## src/rtl/sweep_ctrl_if.sv

```systemverilog
// Control/config and sinegen-drive signals of the frequency-sweep scheduler.
// The master side supplies sweep requests; the slave side is sweep_ctrl.
interface sweep_ctrl_if #(
    parameter int D_WIDTH     = 8,
    parameter int DWELL_WIDTH = 16
);
    logic                   start;
    logic                   abort;
    logic                   mode;
    logic [D_WIDTH-1:0]     f_lo;
    logic [D_WIDTH-1:0]     f_hi;
    logic [D_WIDTH-1:0]     f_step;
    logic [DWELL_WIDTH-1:0] dwell;
    logic                   en;
    logic [D_WIDTH-1:0]     incr;
    logic                   busy;
    logic                   done;
    logic                   cfg_err;

    modport master (
        output start, abort, mode, f_lo, f_hi, f_step, dwell,
        input  en, incr, busy, done, cfg_err
    );

    modport slave (
        input  start, abort, mode, f_lo, f_hi, f_step, dwell,
        output en, incr, busy, done, cfg_err
    );
endinterface

```

## src/rtl/sweep_ctrl.sv

```systemverilog
// Frequency-sweep scheduler: steps sinegen's phase increment between two bounds,
// holding each value for a programmable dwell (single up-sweep or continuous triangle).
module sweep_ctrl #(
    parameter int D_WIDTH     = 8,
    parameter int DWELL_WIDTH = 16
) (
    input  logic          clk,
    input  logic          rst,
    sweep_ctrl_if.slave   bus
);
    typedef enum logic [1:0] {IDLE, UP, DOWN, DONE} state_t;

    state_t                 r_state,   w_state;
    logic                   r_en,      w_en;
    logic                   r_busy,    w_busy;
    logic                   r_done,    w_done;
    logic                   r_cfg_err, w_cfg_err;
    logic                   r_pend,    w_pend;
    logic                   r_mode,    w_mode;
    logic [D_WIDTH-1:0]     r_incr,    w_incr;
    logic [D_WIDTH-1:0]     r_lo,      w_lo;
    logic [D_WIDTH-1:0]     r_hi,      w_hi;
    logic [D_WIDTH-1:0]     r_step,    w_step;
    logic [DWELL_WIDTH-1:0] r_cnt,     w_cnt;
    logic [DWELL_WIDTH-1:0] r_reload,  w_reload;

    // Sum carried in D_WIDTH+1 bits so a step near the top of range clamps instead of wrapping.
    function automatic logic [D_WIDTH-1:0] sat_up(input logic [D_WIDTH-1:0] a,
                                                  input logic [D_WIDTH-1:0] s,
                                                  input logic [D_WIDTH-1:0] lim);
        logic [D_WIDTH:0] sum;
        sum = {1'b0, a} + {1'b0, s};
        if (sum > {1'b0, lim}) return lim;
        return sum[D_WIDTH-1:0];
    endfunction

    function automatic logic [D_WIDTH-1:0] sat_dn(input logic [D_WIDTH-1:0] a,
                                                  input logic [D_WIDTH-1:0] s,
                                                  input logic [D_WIDTH-1:0] lim);
        logic signed [D_WIDTH+1:0] diff;
        diff = $signed({2'b00, a}) - $signed({2'b00, s});
        if (diff < $signed({2'b00, lim})) return lim;
        return diff[D_WIDTH-1:0];
    endfunction

    always_ff @(posedge clk or posedge rst) begin
        if (rst) begin
            r_state   <= IDLE;
            r_en      <= 1'b0;
            r_busy    <= 1'b0;
            r_done    <= 1'b0;
            r_cfg_err <= 1'b0;
            r_pend    <= 1'b0;
            r_mode    <= 1'b0;
            r_incr    <= '0;
            r_lo      <= '0;
            r_hi      <= '0;
            r_step    <= '0;
            r_cnt     <= '0;
            r_reload  <= '0;
        end else begin
            r_state   <= w_state;
            r_en      <= w_en;
            r_busy    <= w_busy;
            r_done    <= w_done;
            r_cfg_err <= w_cfg_err;
            r_pend    <= w_pend;
            r_mode    <= w_mode;
            r_incr    <= w_incr;
            r_lo      <= w_lo;
            r_hi      <= w_hi;
            r_step    <= w_step;
            r_cnt     <= w_cnt;
            r_reload  <= w_reload;
        end
    end

    always_comb begin
        w_state   = r_state;
        w_en      = r_en;
        w_busy    = r_busy;
        w_done    = 1'b0;
        w_cfg_err = 1'b0;
        w_pend    = r_pend;
        w_mode    = r_mode;
        w_incr    = r_incr;
        w_lo      = r_lo;
        w_hi      = r_hi;
        w_step    = r_step;
        w_cnt     = r_cnt;
        w_reload  = r_reload;

        case (r_state)
            IDLE: begin
                w_en   = 1'b0;
                w_busy = 1'b0;
                // Config is latched on the accept edge and validated one cycle later.
                if (bus.abort) begin
                    w_pend = 1'b0;
                end else if (r_pend) begin
                    w_pend = 1'b0;
                    if ((r_lo > r_hi) || (r_step == '0)) begin
                        w_cfg_err = 1'b1;
                    end else begin
                        w_state = UP;
                        w_en    = 1'b1;
                        w_busy  = 1'b1;
                        w_incr  = r_lo;
                        w_cnt   = r_reload;
                    end
                end else if (bus.start) begin
                    w_pend   = 1'b1;
                    w_mode   = bus.mode;
                    w_lo     = bus.f_lo;
                    w_hi     = bus.f_hi;
                    w_step   = bus.f_step;
                    w_reload = (bus.dwell == '0) ? '0 : bus.dwell - DWELL_WIDTH'(1);
                end
            end
            UP, DOWN: begin
                if (bus.abort) begin
                    w_state = IDLE;
                    w_en    = 1'b0;
                    w_busy  = 1'b0;
                end else if (r_cnt != '0) begin
                    w_cnt = r_cnt - DWELL_WIDTH'(1);
                end else begin
                    w_cnt = r_reload;
                    if (r_state == UP) begin
                        if (r_incr < r_hi) begin
                            w_incr = sat_up(r_incr, r_step, r_hi);
                        end else if (!r_mode) begin
                            w_state = DONE;
                            w_en    = 1'b0;
                            w_busy  = 1'b0;
                            w_done  = 1'b1;
                        end else begin
                            w_state = DOWN;
                            w_incr  = sat_dn(r_incr, r_step, r_lo);
                        end
                    end else begin
                        if (r_incr > r_lo) begin
                            w_incr = sat_dn(r_incr, r_step, r_lo);
                        end else begin
                            w_state = UP;
                            w_incr  = sat_up(r_lo, r_step, r_hi);
                        end
                    end
                end
            end
            DONE: begin
                w_state = IDLE;
                w_en    = 1'b0;
                w_busy  = 1'b0;
            end
            default: w_state = IDLE;
        endcase
    end

    assign bus.en      = r_en;
    assign bus.incr    = r_incr;
    assign bus.busy    = r_busy;
    assign bus.done    = r_done;
    assign bus.cfg_err = r_cfg_err;
endmodule

```

## src/flat_wrapper.sv

```systemverilog
// flat-port wrapper written by rule: the top's interface ports become plain ports
module sweep_ctrl_flat 
#(
    parameter int D_WIDTH     = 8,
    parameter int DWELL_WIDTH = 16
)
  (clk, rst, bus_start, bus_abort, bus_mode, bus_f_lo, bus_f_hi, bus_f_step, bus_dwell, bus_en, bus_incr, bus_busy, bus_done, bus_cfg_err);
  sweep_ctrl_if #(.D_WIDTH(D_WIDTH), .DWELL_WIDTH(DWELL_WIDTH)) bus_i ();
  input  logic clk;
  input  logic rst;
  input wire logic [$bits(bus_i.start)-1:0] bus_start;
  input wire logic [$bits(bus_i.abort)-1:0] bus_abort;
  input wire logic [$bits(bus_i.mode)-1:0] bus_mode;
  input wire logic [$bits(bus_i.f_lo)-1:0] bus_f_lo;
  input wire logic [$bits(bus_i.f_hi)-1:0] bus_f_hi;
  input wire logic [$bits(bus_i.f_step)-1:0] bus_f_step;
  input wire logic [$bits(bus_i.dwell)-1:0] bus_dwell;
  output wire logic [$bits(bus_i.en)-1:0] bus_en;
  output wire logic [$bits(bus_i.incr)-1:0] bus_incr;
  output wire logic [$bits(bus_i.busy)-1:0] bus_busy;
  output wire logic [$bits(bus_i.done)-1:0] bus_done;
  output wire logic [$bits(bus_i.cfg_err)-1:0] bus_cfg_err;
  assign bus_i.start = bus_start;
  assign bus_i.abort = bus_abort;
  assign bus_i.mode = bus_mode;
  assign bus_i.f_lo = bus_f_lo;
  assign bus_i.f_hi = bus_f_hi;
  assign bus_i.f_step = bus_f_step;
  assign bus_i.dwell = bus_dwell;
  assign bus_en = bus_i.en;
  assign bus_incr = bus_i.incr;
  assign bus_busy = bus_i.busy;
  assign bus_done = bus_i.done;
  assign bus_cfg_err = bus_i.cfg_err;
  sweep_ctrl #(.D_WIDTH(D_WIDTH), .DWELL_WIDTH(DWELL_WIDTH)) u_core (.clk(clk), .rst(rst), .bus(bus_i));
endmodule
```

## config.mk

```make
export PLATFORM = sky130hd
export DESIGN_NAME = sweep_ctrl_flat
export DESIGN_NICKNAME = d
export VERILOG_FILES = /design/src/rtl/sweep_ctrl_if.sv /design/src/rtl/sweep_ctrl.sv /design/src/flat_wrapper.sv
export SDC_FILE = /design/constraint.sdc
export NUM_CORES = 1
export LEC_CHECK = 0
export ABC_AREA = 0
export BUFFER_PORTS_ARGS = -buffer_cell sky130_fd_sc_hd__buf_2
export CORE_AREA = 2 2 103 105
export CTS_CLUSTER_DIAMETER = 30
export DETAILED_ROUTE_END_ITERATION = 10
export DIE_AREA = 0 0 105 107
export GPL_ROUTABILITY_DRIVEN = 0
export HOLD_SLACK_MARGIN = 0.06
export PLACE_DENSITY = 0.8
export SLEW_MARGIN = 0
export SYNTH_ARGS = -nofsm -noshare
export SYNTH_HDL_FRONTEND = slang
export SYNTH_SLANG_ARGS = --single-unit
```

## constraint.sdc

```tcl
create_clock -name clk -period 4.55 [get_ports clk]
set_input_delay 0.91 -clock clk [delete_from_list [all_inputs] [get_ports clk]]
set_output_delay 0.91 -clock clk [all_outputs]
set_load 0.05 [all_outputs]
```

; Word level (Yosys, flattened, before mapping)
; Cells that the tools add are included.
[word_totals]
register_bits = 71
input_bits = 45
output_inout_bits = 12
elab_cells = 132
[op_classes]
n_addsub = 5
bitwise_logic = 2
magnitude_cmp = 6
eq_ne = 15
reduce_logical = 12
n_mux = 80
[ops]
columns = op, count
row1 = $mux W8, 16
row2 = $mux W16, 6
row3 = $mux W1, 46
row4 = $pmux W16 S2, 1
row5 = $sub A16 B1 Y16 const B, 2
row6 = $add A8 B8 Y9, 2
row7 = $gt A9 B8 Y1, 2
row8 = $gt A8 B8 Y1, 2
row9 = $logic_not A16 Y1, 1
row10 = $mux W2, 8
row11 = $pmux W8 S2, 1
row12 = $reduce_bool A16 Y1, 1
row13 = $lt A10 B9 Y1, 1
row14 = $ne A3 B3 Y1 const B, 3
row15 = $sub A8 B8 Y9, 1
row16 = $logic_not A8 Y1, 1
row17 = $lt A8 B8 Y1, 1
row18 = $ne A2 B2 Y1 const B, 4
row19 = $ne A4 B3 Y1 const B, 2
row20 = $reduce_and A4 Y1, 2
row21 = $reduce_and A7 Y1, 1
row22 = $pmux W2 S3, 1
row23 = $reduce_and A6 Y1, 1
row24 = $reduce_and A5 Y1, 1
row25 = other kinds (11), 13

; Logic depth before layout (Yosys ltp)
[logic_depth]
ltp_word = 16
depth_mapped = 18
ltp_nobuf = 17

; Worst setup path before layout
; OpenSTA, ideal clock, no wires.
[synth_timing]
path_type = register to register
startpoint = reg u_core.r_incr[0] (netlist: u_core.bus.incr[0])
endpoint = reg u_core.r_incr[7] (netlist: u_core.bus.incr[7])
arrival_time_ns = 3.788
path_stages_with_launch = 17
setup_time_ns = 0.128
slack_ns = 0.634
required_ns = 4.422
n_path_buf = 0
path_cell_list = dfrtp_1 ha_1 fa_1 nand2b_1 a21oi_1 o21bai_1 a21oi_1 o21ai_0 o31ai_1 ha_1 a21o_1 a211o_1 o21ai_0 nand2_1 mux2_2 a21oi_1 a21oi_1
[synth_between]
elab_chain_len = 16
elab_cells_between_ends = 36
[synth_rtl]
columns = item, line
row1 = from (decl), sweep_ctrl.sv:20  ; logic [D_WIDTH-1:0] r_incr, w_incr;
row2 = from (signal assigned), sweep_ctrl.sv:69  ; r_incr <= w_incr;
row3 = $sub A8 B8 Y9, sweep_ctrl.sv:41  ; diff = $signed({2'b00, a}) - $signed({2'b00, s});
row4 = $lt A10 B9 Y1, sweep_ctrl.sv:42  ; if (diff < $signed({2'b00, lim})) return lim;
row5 = $mux W1, sweep_ctrl.sv:42
row6 = $mux W1, sweep_ctrl.sv:132  ; end else if (!r_mode) begin
row7 = $mux W1, sweep_ctrl.sv:130  ; if (r_incr < r_hi) begin
row8 = $mux W1, sweep_ctrl.sv:129  ; if (r_state == UP) begin
row9 = $mux W1, sweep_ctrl.sv:125  ; end else if (r_cnt != '0) begin
row10 = $mux W1, sweep_ctrl.sv:121  ; if (bus.abort) begin
row11 = $mux W1, sweep_ctrl.sv:93  ; case (r_state)
row12 = $mux W8, sweep_ctrl.sv:43  ; return diff[D_WIDTH-1:0];
row13 = $mux W8, sweep_ctrl.sv:132
row14 = $mux W8, sweep_ctrl.sv:130
row15 = $mux W8, sweep_ctrl.sv:129
row16 = $mux W8, sweep_ctrl.sv:125
row17 = $mux W8, sweep_ctrl.sv:121
row18 = $pmux W8 S2, sweep_ctrl.sv:93
; Several ways; a longest one is shown, not always the timed one. The select of a mux whose other input is x is not followed.
; A chain may end at the register's enable or synchronous reset.

; Worst setup path in the final report
[layout_timing]
startpoint = reg u_core.r_step[0]
endpoint = reg u_core.r_incr[1] (netlist: u_core.bus.incr[1])
[layout_between]
elab_chain_len = 16
elab_cells_between_ends = 45
[layout_rtl]
columns = item, line
row1 = from (decl), sweep_ctrl.sv:23  ; logic [D_WIDTH-1:0] r_step, w_step;
row2 = from (signal assigned), sweep_ctrl.sv:72  ; r_step <= w_step;
row3 = $sub A8 B8 Y9, sweep_ctrl.sv:41
row4 = $lt A10 B9 Y1, sweep_ctrl.sv:42
row5 = $mux W1, sweep_ctrl.sv:42
row6 = $mux W1, sweep_ctrl.sv:132
row7 = $mux W1, sweep_ctrl.sv:130
row8 = $mux W1, sweep_ctrl.sv:129
row9 = $mux W1, sweep_ctrl.sv:125
row10 = $mux W1, sweep_ctrl.sv:121
row11 = $mux W1, sweep_ctrl.sv:93
row12 = $mux W8, sweep_ctrl.sv:43
row13 = $mux W8, sweep_ctrl.sv:132
row14 = $mux W8, sweep_ctrl.sv:130
row15 = $mux W8, sweep_ctrl.sv:129
row16 = $mux W8, sweep_ctrl.sv:125
row17 = $mux W8, sweep_ctrl.sv:121
row18 = $pmux W8 S2, sweep_ctrl.sv:93
; Several ways; a longest one is shown, not always the timed one. The select of a mux whose other input is x is not followed.

==> results.env <==
OUTCOME='finished clean'
DESIGN.CORE.AREA_SQ_UM=10090
ANTENNA-DIODE-COUNT=0
WORST_HOLD_STARTPOINT='u_core.r_cnt[14]$_DFFE_PP0P_'
FINAL_NETS=864
DRC=0
NETLIST.AREA_LEADER.SHARE_PCT=29.68
SYNTH_SEQ_CELLS=71
INITIAL_CORE_UTIL_PCT=59.32
POST_SYNTH_FA_HA_MAJ_AREA_FRACTION_PCT=16.89
MAX_CAP_VIOL_COUNT=0
DOMINANT_COMBINATIONAL_CELL_FAMILY_BY_AREA_AFTER_SYNTHESIS='compound AO/OA/AOI/OAI gates'
WORST_R2R_STARTPOINT='u_core.r_step[0]$_DFFE_PP0P_'
SYNTH_AREA_LEADERS='sky130_fd_sc_hd__dfrtp_1, sky130_fd_sc_hd__ha_1, sky130_fd_sc_hd__o21ai_0, sky130_fd_sc_hd__nand2_1, sky130_fd_sc_hd__a21oi_1'
DP.FINAL_HPWL_UM=11930
POST_SYNTH.CELL_AREA_AVG_SQ_UM=8.639
FINCLKSKEW_NS=0.01010
CRITICAL_PATH_LAUNCH_POINT_TYPE='flip-flop'
ANTENNA_FOUND_INITIAL=0
ROUTEDWLPERCELL_UM=17.96
PIN_COUNT_OF_THE_BIGGEST_NET_ENTERING_GLOBAL_ROUTING=47
CTS_MAX_PATH_BUFFERS=2
FIN_TNS_SETUP_NS=0
VIAS_PER_CELL=6.203
AREA_GROWTH_SYN_TO_LAYOUT_PCT=9.425
TOTAL_CLOCK_BUFFERS_CREATED_BY_CTS=9
SYNTH-SIMPLE-AREA-SHARE_PCT=17.05
SYNTH.LARGEST_AREA_CELL='sky130_fd_sc_hd__dfrtp_1'
SETUP.WORST_PATH.END_CLASS='flip-flop'
DETAIL_ROUTE.WIRELENGTH_UM=15830
HTREE_LEVELS=3
DIE_WIDTH_UM=105
CLKTRANSATPATHREGS_NS=0.09
GRT_REMAINING_OVERFLOW=0
PLACE.PORT_BUFFERS=56
CP_MAX_FANOUT=7
WORSTREGTOREGCELLS=16
FINAL_HOLD_VIOL_COUNT=0
TIMING.CRITICAL_PATH.SLOWEST_STAGE_CELL='sky130_fd_sc_hd__dfrtp_1'
SYNTH.CELL_AREA_SQ_UM=5987
TIMING.FINAL.MAX_SLEW_VIOLATIONS=0
FINAL.MIN_CLOCK_PERIOD_NS=4.418
NUMBER_OF_ENABLE_FLIP_FLOP_CELLS_AFTER_SYNTHESIS=0
NUMCLOCKSINKS=71
GRT_SETUP_UNREPAIRED='false'
GR-USAGE-ALL-LAYERS_PCT=29.09
SETUP_VIOL=0
GRT_PASS1_VIAS=5135
INITIALDRTVIOLATIONCOUNT=430
CRIT_PATH_CELL_TRACE='ha_1 -> fa_1 -> nand2b_1 -> a21oi_1 -> o21bai_1 -> a21oi_1 -> o21ai_0 -> o31ai_1 -> ha_1 -> a21o_1 -> a211o_1 -> o21ai_0 -> nand2_1 -> mux2_2 -> mux2i_1 -> a21oi_1'
ANTENNA_LEFT=0
SYN-NUM-NETS=817
CTS.ROOT.BUFFER_CELL='sky130_fd_sc_hd__clkbuf_8'
CRITICAL-PATH-TOP-CELL-BY-COUNT='sky130_fd_sc_hd__a21oi_1'
MAX_FREQ_GHz=0.2263
WORSTSETUPSTARTPOINT='u_core.r_step[0]$_DFFE_PP0P_'
ROW_COUNT=37
POST_CTS_BUFFERS=0
HOLD_CLASS='flip-flop to flip-flop'
SYNTH-MAIN-FF-CELL='sky130_fd_sc_hd__dfrtp_1'
AREA_FRACTION_IN_COMPOUND_GATES_AFTER_SYNTHESIS_PCT=22.45
CRIT_PATH_MAX_INCR_DELAY_NS=0.45
CP.ARRIVAL_NS=4.66
FLOORPLAN.IO_PINS=57
DIE_FOOTPRINT_SQ_UM=11240
WORST_PIN_SLEW_NS=1.115
TRITONCTS='built'
MIN_TO='u_core.r_cnt[14]$_DFFE_PP0P_'
DRIVE_ABOVE_1_SHARE_PCT=14.63
WORST_R2R_ENDPOINT='u_core.bus.incr[1]$_DFFE_PP0P_'
DETAILROUTE.VIA_COUNT=5465
POST_CTS_RESIZE_COUNT=0
YOSYS.CELL_TYPES.COUNT=65
SYNTH-ASYNC-RESET-RATIO_PCT=100.0
SYNTH.YOSYS.WARNINGS=0
CRIT_REQUIRED_NS=4.79
CRITICALPATHCATEGORY='flip-flop to flip-flop'
FRACTION_OF_SYNTHESIZED_CELL_AREA_IN_XOR_AND_XNOR_CELLS_PCT=4.242
SYNTH-SEQ-AREA-SHARE_PCT=29.68
CLK-INSERTION-DELAY-LATE_NS=0.37
GRT_PASS1_WL_UM=25940
R2R_SETUP_SLACK_NS=0.13
SYNTH_CELLS=693
POST_CTS_HOLD_BUFFER_COUNT=0
SYNTH_MUX_AREA_SHARE_PCT=4.911
DRT_PASS1_ITERATIONS=5
DIE_SPAN_IN_Y_UM=107
FINALCRITPERIODSHARE_PCT=97.11
MAX_SLEW_MARGIN_PCT=25.70
WHS_PATH_DEPTH=2
-- registers in the layout, indices dropped and copies added, names as in the netlist --
signal and count:
u_core.r_cnt 16, u_core.r_reload 16, u_core.bus.incr 8, u_core.r_hi 8
u_core.r_lo 8, u_core.r_step 8, u_core.r_state 2, u_core.bus.cfg_err 1
u_core.bus.done 1, u_core.bus.en 1, u_core.r_mode 1, u_core.r_pend 1
-- worst max-delay path by stage --
stage,to,slack (ns),depth (start not counted)
2_1_floorplan,u_core.bus.incr[7]$_DFFE_PP0P_,0.63,16
3_3_place_gp,u_core.bus.incr[7]$_DFFE_PP0P_,0.61,16
5_1_grt,u_core.bus.incr[1]$_DFFE_PP0P_,0.0003,16
4_1_cts,u_core.bus.incr[1]$_DFFE_PP0P_,0.32,16
6_report,u_core.bus.incr[1]$_DFFE_PP0P_,0.13,16
3_5_place_dp,u_core.bus.incr[1]$_DFFE_PP0P_,0.43,16
-- layout make-up --
cell class                      count  area, sq um
Sequential cell                    71         1777
Inverter                           42        157.7
Multi-Input combinational cell    554         3936
Timing Repair Buffer               62        325.3
Tap cell                          136        170.2
Clock inverter                      7        61.31
Fill cell                         876         3541
Clock buffer                        9        123.9
-- kinds of logic (layout without fill, tap and decap cells) --
family	Yosys count	count (layout)
xor gates and xnor gates	29	29
and+or+nand+nor	206	206
buffers and inverters	68	120
DFF	71	71
muxes	29	29
adders and majority gates	79	79
AOI/OAI and AO/OA	211	211
-- synthesized netlist by cell type (all sizes together) (4+ instances only) --
| cell type | n |
|---|---|
| o22a | 5 |
| nor3 | 21 |
| a22o | 5 |
| or4 | 5 |
| ha | 76 |
| a31oi | 6 |
| nand2 | 77 |
| o21ai | 89 |
| dfrtp | 71 |
| nor2b | 9 |
| and3 | 4 |
| o211ai | 7 |
| nand3 | 10 |
| clkbuf | 14 |
| inv | 42 |
| o21bai | 6 |
| a211oi | 7 |
| nor4 | 12 |
| mux2i | 26 |
| a21o | 11 |
| buf | 12 |
| nor2 | 39 |
| xnor2 | 22 |
| xor2 | 7 |
| a21oi | 52 |
| nand4 | 5 |
| nand2b | 13 |
-- through the flow --
step	instance area, sq um	instances	utilization (%)	hold slack [ns]	setup WS [ns]
3_3_place_gp	6366	865	63.08	0.4635	0.6094
2_1_floorplan	5987	693	-	0.4497	0.6338
5_1_grt	6551	881	64.91	0.5284	0.0003371
4_1_cts	6551	881	64.91	0.4933	0.3228
6_report	6551	881	64.91	0.4935	0.1316
3_5_place_dp	6366	865	63.08	0.4730	0.4262
-- placed cells by master (no fill, tap or decap), types with 11 or more instances in the layout --
cell type | synthesis | routed
sky130_fd_sc_hd__buf_2 | 7 | 56
sky130_fd_sc_hd__ha_1 | 76 | 76
sky130_fd_sc_hd__nor4_1 | 12 | 12
sky130_fd_sc_hd__o21ai_0 | 77 | 77
sky130_fd_sc_hd__a21o_1 | 11 | 11
sky130_fd_sc_hd__a21oi_1 | 52 | 52
sky130_fd_sc_hd__dfrtp_1 | 71 | 71
sky130_fd_sc_hd__nand2b_1 | 12 | 12
sky130_fd_sc_hd__inv_1 | 42 | 41
sky130_fd_sc_hd__nor3_1 | 19 | 19
sky130_fd_sc_hd__mux2i_1 | 26 | 26
sky130_fd_sc_hd__nand2_1 | 76 | 76
sky130_fd_sc_hd__nor2_1 | 39 | 39
sky130_fd_sc_hd__xnor2_1 | 22 | 22
-- critical path, delay by kind of cell, from the launching register on --
| family | cells | cell delay, ns |
|---|---|---|
| adder cells (fa/ha/maj) | 3 | 1.02 |
| AO/OA/AOI/OAI | 9 | 1.85 |
| AND/OR/NAND/NOR | 2 | 0.47 |
| multiplexers | 2 | 0.51 |
| flip-flops | 1 | 0.45 |
-- layer usage --
metal	part of all wire, %	up-vias	global-route usage (%)
li1	-	2594	-
met1	45	2587	40.31
met2	44	245	44.16
met3	8.1	39	6.505
met4	3.1	0	11.71
met5	0	-	0
Power is left out: the tool's default activity adds up to more than one toggle a clock period on the data nets, which glitch-free logic cannot reach.
